==> src/rtl/regfile_sb_pkg.sv <==
// ============================================================================
// Module : regfile_sb_pkg
// Brief  : Shared constants and helpers for the scoreboarded register file.
// Rev    : 1.0  initial release
// ============================================================================
`default_nettype none

package regfile_sb_pkg;

  localparam int REG_ZERO       = 0;
  localparam int DEFAULT_DATA_W = 32;
  localparam int DEFAULT_ADDR_W = 5;
  localparam int DEFAULT_NUM_RD = 2;
  localparam int DEFAULT_CNT_W  = 2;

  // Low bit of element idx inside a packed bus of width-bit elements.
  function automatic int sliceLo(input int idx, input int width);
    return idx * width;
  endfunction

endpackage

`default_nettype wire

==> src/rtl/regfile_sb_counter.sv <==
// ============================================================================
// Module : sb_counter
// Brief  : Saturating up/down pending-writer counter for one register.
// Rev    : 1.0  initial release
// ============================================================================
`default_nettype none

module sb_counter #(
  parameter int CNT_W = 2
) (
  input  logic             clk,
  input  logic             rst,
  input  logic             claim,
  input  logic             rel,
  output logic [CNT_W-1:0] count,
  output logic             nonzero,
  output logic             atMax
);

  logic [CNT_W-1:0] r_cnt;

  assign count   = r_cnt;
  assign nonzero = (r_cnt != '0);
  assign atMax   = (r_cnt == {CNT_W{1'b1}});

  // Claim and release together cancel; guards keep the count in range.
  always_ff @(posedge clk) begin
    if (rst) begin
      r_cnt <= '0;
    end else if (claim && !rel && !atMax) begin
      r_cnt <= r_cnt + CNT_W'(1);
    end else if (rel && !claim && nonzero) begin
      r_cnt <= r_cnt - CNT_W'(1);
    end
  end

endmodule

`default_nettype wire

==> src/rtl/regfile_sb.sv <==
// ============================================================================
// Module : regfile_sb
// Brief  : Multi-port register file with WB bypass and pending-write scoreboard.
// Rev    : 1.0  initial release
// ============================================================================
`default_nettype none

module regfile_sb
  import regfile_sb_pkg::*;
#(
  parameter int DATA_W = DEFAULT_DATA_W,
  parameter int ADDR_W = DEFAULT_ADDR_W,
  parameter int NUM_RD = DEFAULT_NUM_RD,
  parameter int CNT_W  = DEFAULT_CNT_W
) (
  input  logic                     clk,
  input  logic                     rst,
  input  logic [NUM_RD*ADDR_W-1:0] rd_addr,
  output logic [NUM_RD*DATA_W-1:0] rd_data,
  output logic [NUM_RD-1:0]        rd_pend,
  input  logic                     wr_en,
  input  logic [ADDR_W-1:0]        wr_addr,
  input  logic [DATA_W-1:0]        wr_data,
  input  logic                     claim_en,
  input  logic [ADDR_W-1:0]        claim_addr,
  output logic                     claim_ok
);

  localparam int              DEPTH  = 2 ** ADDR_W;
  localparam logic [ADDR_W-1:0] c_zero = ADDR_W'(REG_ZERO);

  logic [DATA_W-1:0] r_mem [DEPTH];

  logic [CNT_W-1:0]  w_cnt     [DEPTH];
  logic [DEPTH-1:0]  w_nonzero;
  logic [DEPTH-1:0]  w_atMax;
  logic [DEPTH-1:0]  w_rel;
  logic [DEPTH-1:0]  w_pendReg;
  logic              w_claimOk;

  // A full register may still take a claim when WB frees a slot this cycle.
  assign w_claimOk = claim_en && (claim_addr != c_zero) &&
                     (!w_atMax[claim_addr] || w_rel[claim_addr]);
  assign claim_ok  = w_claimOk;

  // Register 0 has no counter: never pending, never full, never released.
  assign w_cnt[0]     = '0;
  assign w_nonzero[0] = 1'b0;
  assign w_atMax[0]   = 1'b0;
  assign w_rel[0]     = 1'b0;
  assign w_pendReg[0] = 1'b0;

  generate
    for (genvar r = 1; r < DEPTH; r++) begin : g_reg
      localparam logic [ADDR_W-1:0] c_idx = ADDR_W'(r);

      logic w_claimHere;

      assign w_claimHere = w_claimOk && (claim_addr == c_idx);
      assign w_rel[r]    = wr_en && (wr_addr == c_idx) && w_nonzero[r];

      sb_counter #(
        .CNT_W (CNT_W)
      ) u_cnt (
        .clk     (clk),
        .rst     (rst),
        .claim   (w_claimHere),
        .rel     (w_rel[r]),
        .count   (w_cnt[r]),
        .nonzero (w_nonzero[r]),
        .atMax   (w_atMax[r])
      );

      // Pending as seen after this cycle's WB release, so bypassed data is clean.
      assign w_pendReg[r] = ((w_cnt[r] - CNT_W'(w_rel[r])) != '0);
    end
  endgenerate

  always_ff @(posedge clk) begin
    if (rst) begin
      for (int i = 0; i < DEPTH; i++) begin
        r_mem[i] <= '0;
      end
    end else if (wr_en && (wr_addr != c_zero)) begin
      r_mem[wr_addr] <= wr_data;
    end
  end

  generate
    for (genvar k = 0; k < NUM_RD; k++) begin : g_rd
      localparam int c_aLo = sliceLo(k, ADDR_W);
      localparam int c_dLo = sliceLo(k, DATA_W);

      logic [ADDR_W-1:0] w_ra;
      logic [DATA_W-1:0] w_rdata;

      assign w_ra = rd_addr[c_aLo +: ADDR_W];

      always_comb begin
        w_rdata = '0;
        if (w_ra == c_zero) begin
          w_rdata = '0;
        end else if (wr_en && (wr_addr == w_ra)) begin
          w_rdata = wr_data;
        end else begin
          w_rdata = r_mem[w_ra];
        end
      end

      assign rd_data[c_dLo +: DATA_W] = w_rdata;
      assign rd_pend[k]               = w_pendReg[w_ra];
    end
  endgenerate

endmodule

`default_nettype wire
==> config.mk <==
export PLATFORM = sky130hd
export DESIGN_NAME = regfile_sb
export DESIGN_NICKNAME = d
export VERILOG_FILES = /design/src/rtl/regfile_sb_pkg.sv /design/src/rtl/regfile_sb_counter.sv /design/src/rtl/regfile_sb.sv
export SDC_FILE = /design/constraint.sdc
export NUM_CORES = 2
export LEC_CHECK = 0
export BUFFER_PORTS_ARGS = -buffer_cell sky130_fd_sc_hd__buf_4
export CAP_MARGIN = 0
export CELL_PAD_IN_SITES_DETAIL_PLACEMENT = 0
export CELL_PAD_IN_SITES_GLOBAL_PLACEMENT = 1
export CORE_MARGIN = 4
export CORE_UTILIZATION = 33
export CTS_CLUSTER_SIZE = 25
export DETAILED_ROUTE_END_ITERATION = 8
export PLACE_DENSITY = 0.52
export SYNTH_ARGS = -nofsm -noshare
export SYNTH_HDL_FRONTEND = slang
export SYNTH_SLANG_ARGS = --single-unit
==> constraint.sdc <==
create_clock -name clk -period 4.1 [get_ports clk]
set_input_delay 0.205 -clock clk [delete_from_list [all_inputs] [get_ports clk]]
set_output_delay 0.205 -clock clk [all_outputs]
set_load 0.01 [all_outputs]
# Word level (Yosys, flattened, before mapping)
# Memory sizes are Yosys's and may differ from the RTL's.
# Cells that the tools add are included.
# totals
regBits	62
ram_bits	1024
memories	1
# classes
reduce_logical	415
magnitude_cmp	3
n_mux	82
n_addsub	93
n_eq_ne	95
# mem_list
memory	words	word_bits	rd	rd_ports_with_merged_regs	wr	line_no	text
r_mem	32	32	2	0	32	regfile_sb.sv:32	logic [DATA_W-1:0] r_mem [DEPTH];
# op_table
op	count
$logic_and A1 B1 Y1	222
$reduce_bool A2 Y1	93
$eq A5 B5 Y1 const B	32
$mux W32	5
$mux W2	62
$logic_not A1 Y1	94
$eq A5 B4 Y1 const B	16
$add A2 B1 Y2 const B	31
$eq A2 B2 Y1 const B	31
$sub A2 B1 Y2	31
$sub A2 B1 Y2 const B	31
$eq A5 B3 Y1 const B	8
$reduce_or A32 Y1	1
$bmux W1 S5	4
$eq A5 B2 Y1 const B	4
$lt A5 B6 Y1 const B	3
$eq A5 B1 Y1 const B	2
$eq A5 B5 Y1	2
$logic_not A5 Y1	2
$mux W1	10
$reduce_bool A5 Y1	2
$mux W5	1
$logic_or A1 B1 Y1	1

# Longest topological paths before layout
# depth
ltp_word	13
mapped_depth	12
depth_no_buf	8

# By module
# From an unflattened synthesis, not the netlist that was laid out.
# hier_totals
hier_cells	4158
area_unflattened_um2	61211.2
# modules_own_cells
module	area_each_um2	seq_area_each_um2	instances	cells_each
regfile_sb	57371.3	30749.5	1	3724
sb_counter	123.9	40.0	31	14

# Worst setup path before layout
# OpenSTA, ideal clock, no wires.
# synth_path
path_type	input-to-reg
startpoint	input port wr_addr[3]
endpoint	memory r_mem[28][0] (netlist bit) (enable)
t_required_ns	3.634
setup_time_ns	0.466
path_stages	7
slack_ns	-0.026
arrival_time_ns	3.660
path_cell_list	buf_2 > buf_1 > or3_1 > clkbuf_1 > nand3_1 > clkbuf_1 > o21ai_0
# synth_rtl
element	line_no	text
start: declaration	regfile_sb.sv:22	input logic [ADDR_W-1:0] wr_addr,
end: declaration	regfile_sb.sv:32	

==> summary.txt <==
GRT
  – Largest net degree at the start of global routing: a little over 60
  – GR Util met3: 3.82%
  – Initial antenna violation count: 27
  – GRT Util Overall: between 20% and 30%
  – Vias in the first global route: between 30000 and 40000
  – GRT Residual Overflow: 0
  – Met2 Use GR: 39.5%
  – Layer carrying the most global-route usage: met2
  – First-pass GRT wire length: 322000 um
  – Met1 Track Usage GR: 33.5%

Clocking
  – CTS tree: yes
  – Worst-path clk slew: 60 ps
  – Clock Latency Late Sink: slightly below 800 ps
  – Setup Fix Bufs, Post-CTS: 0
  – Total of cells resized after clock tree synthesis: 0
  – Clock sinks: 1086
  – CTS buffer count: 135
  – CTS max path bufs: 3
  – H-tree lvl count: 4
  – CTS root buf: clkbuf_16

Min path
  – Hold crit path type: input port to register

Setup path
  – Critical Path Slowest Stage Cell: mux4_2
  – Crit end category: primary output
  – Worst Path Required: 3890 ps
  – Worst Path Max Fanout: 2
  – Worst setup SP type: register
  – Crit path kind: register to primary output
  – Max incr delay on CP: 510 ps
  – CP arrival: 3150 ps
  – Crit path cell chain: mux4_2 -> mux4_2 -> mux2i_1 -> a211oi_1 -> buf_4 -> buf_4
  – CP bufs+invs: 2
  – Delay-heaviest family, CP: multiplexers

Synthesis
  – Top-area cell type share of the netlist area: 50.8%
  – Commonest cells post-synth: edfxtp_1, and2_1, mux4_2
  – Dominant synthesized flop cell: edfxtp_1
  – Post-synth EDFFs: 1024
  – Cell taking the most area after synthesis: edfxtp_1
  – Post-synthesis mux area share: 26.2%
  – Register area share after synthesis: 52.8%
  – Avg Inst Size Synth: between 10 and 15 um2
  – Asr flop ratio synth: 0%
  – Top-count cell post-synth: edfxtp_1
  – Simple-Gate Fraction of Synth Area: approximately 14%
  – Netlist Area Pre-Place: 60600 um2
  – Synth Area in XOR/XNOR: less than 1%
  – Post-synthesis adder-cell area fraction: 0%
  – Synthesis Warnings: 0
  – Ranking of synthesized cells by area: edfxtp_1, mux4_2, and2_1
  – Mapped Cells: a little over 4000
  – Post-synthesis compound-gate area fraction: 3.91%
  – Largest family of logic cells by synthesized area: multiplexers
  – Cell variety after synth: 86
  – Synth Register Bits: 1086

Die
  – DIE AREA: approximately 190000 um2
  – Die height: 436 um
  – Starting density of the core: 33.3%
  – IO Count: 123
  – Row count: 156
  – Die Wd: roughly 440 um
  – Area of the core: 182000 um2

Timing
  – Fin crit share: 81.9%
  – Slew of the pin with the lowest slew margin: 1270 ps
  – Unrepaired setup endpoints after global routing: no
  – Slack of the critical path: 741 ps
  – Fmax: between 200 and 300 MHz
  – Fin Setup TNS: 0 ps
  – Final setup viols: 0
  – Hold violation count in the final report: 0
  – Slew HR: roughly 15%
  – Min Tclk post-route: 3360 ps
  – Slew Viols, Final: 0
  – Clock Skew: 30.0 ps

Route
  – Vias: 38300
  – Vias per inst: 5.68
  – DR DRC count: 0
  – Wire length per cell: 34.6 um
  – DRT antenna net count: 0
  – Detailed Route WL: ~230000 um
  – Initial DRT Pass Iterations: 5
  – Number of DRC markers in iteration 0: ~4400

Status
  – Status: complete, no violations

Power
  – PwrDens: just over 400 nW/um2
  – Power Total: 28.6 mW
  – P_leak: between 20 and 25 nW
  – VDD IR max: 0.000379 V

Finish
  – Area growth syn-to-layout: 16.1%
  – Final Core Density: 38.7%
  – Fraction of layout cells with a size suffix above 1: 29.5%
  – Cell area after layout: 70300 um2
  – Nets: 4236

Placement
  – Dpl hpwl: between 100000 and 150000 um
  – DP Area: 65600 um2
  – GP Congestion: 0.814
  – IO buf count: around 120
  – DP Worst Slack: 624 ps

Flow run
  – Max-cap violations: 0
-- worst paths after layout --
check,to,slack [ps],startpoint,cells past startpoint
setup / recovery,rd_data[2],740,r_mem[0][2]$_SDFFCE_PN0P_,6
hold / removal,g_reg[11].u_cnt.count[0]$_SDFFE_PP0P_,80,claim_addr[4],5
setup reg to reg,g_reg[22].u_cnt.count[0]$_SDFFE_PP0P_,1010,g_reg[20].u_cnt.count[1]$_SDFFE_PP0P_,10
hold reg to reg,g_reg[23].u_cnt.count[1]$_SDFFE_PP0P_,520,g_reg[23].u_cnt.count[0]$_SDFFE_PP0P_,2
-- layout by cell type, fill, tap and decap left out, drive strengths merged, types with 36 or more instances in the layout --
cell / Yosys / final
dfxtp: 62 / 62
nor3: 36 / 36
and2: 994 / 994
buf: 101 / 310
a211oi: 67 / 67
nor2: 187 / 187
clkinv: 0 / 53
nand2: 107 / 107
o21ai: 91 / 91
edfxtp: 1024 / 1024
a21oi: 85 / 85
mux4: 658 / 658
clkbuf: 342 / 168
mux2i: 87 / 87
-- where the power goes --
group | switching, mW | leakage (nW) | internal [mW]
clock | 5.04 | 2.11 | 6.89
combinational | 2.06 | 10.9 | 1.69
sequential | 0.272 | 10.2 | 12.7
-- through the flow --
step / instances / hold WS, ps
floorplan: 4143 / 403
CTS: 6731 / 9.49
finish: 6742 / 80.6
global route: 6731 / 88.4
global placement: 6459 / 498
detailed placement: 6459 / 502
-- tightest hold or removal path: cells and delay by family --
kind	cells	cell delay, ps
AOI/OAI and AO/OA	2	320
and+or+nand+nor	2	120
buffers and inverters	1	130
-- registers in the layout, summed over array words and instances, names as in the netlist --
name / count
g.u_cnt.count: 62
r_mem: 1024
-- cells by family after synthesis --
| logic type | after synthesis |
|---|---|
| xor+xnor | 10 |
| simple gates | 1446 |
| flops | 1086 |
| compound gates | 352 |
| buf+inv | 460 |
| other cells | 1 |
| mux | 757 |
-- routing by layer --
| layer | wire, um | part of all wire (%) |
|---|---|---|
| met1 | 99100 | 42 |
| met2 | 113000 | 48 |
| met3 | 15300 | 6.6 |
| met4 | 6400 | 2.7 |
| met5 | 0 | 0 |
-- final cells by class --
type,count,area (um2)
Timing Repair Buffer,343,3340
Sequential cell,1086,32000
Clock buffer,168,3600
Inverter,17,65.1
Multi-Input combinational cell,2597,27500
Fill cell,16700,111000
Clock inverter,71,726
Antenna cell,11,27.5
Tap cell,2449,3060
-- repair_timing --
action | in CTS | in global routing
hold buffers | 33 | 0
endpoints found under the setup margin | 0 | 0
hold endpoints to repair | 1024 | 0
Note: power is estimated with default switching activity, not from simulation.
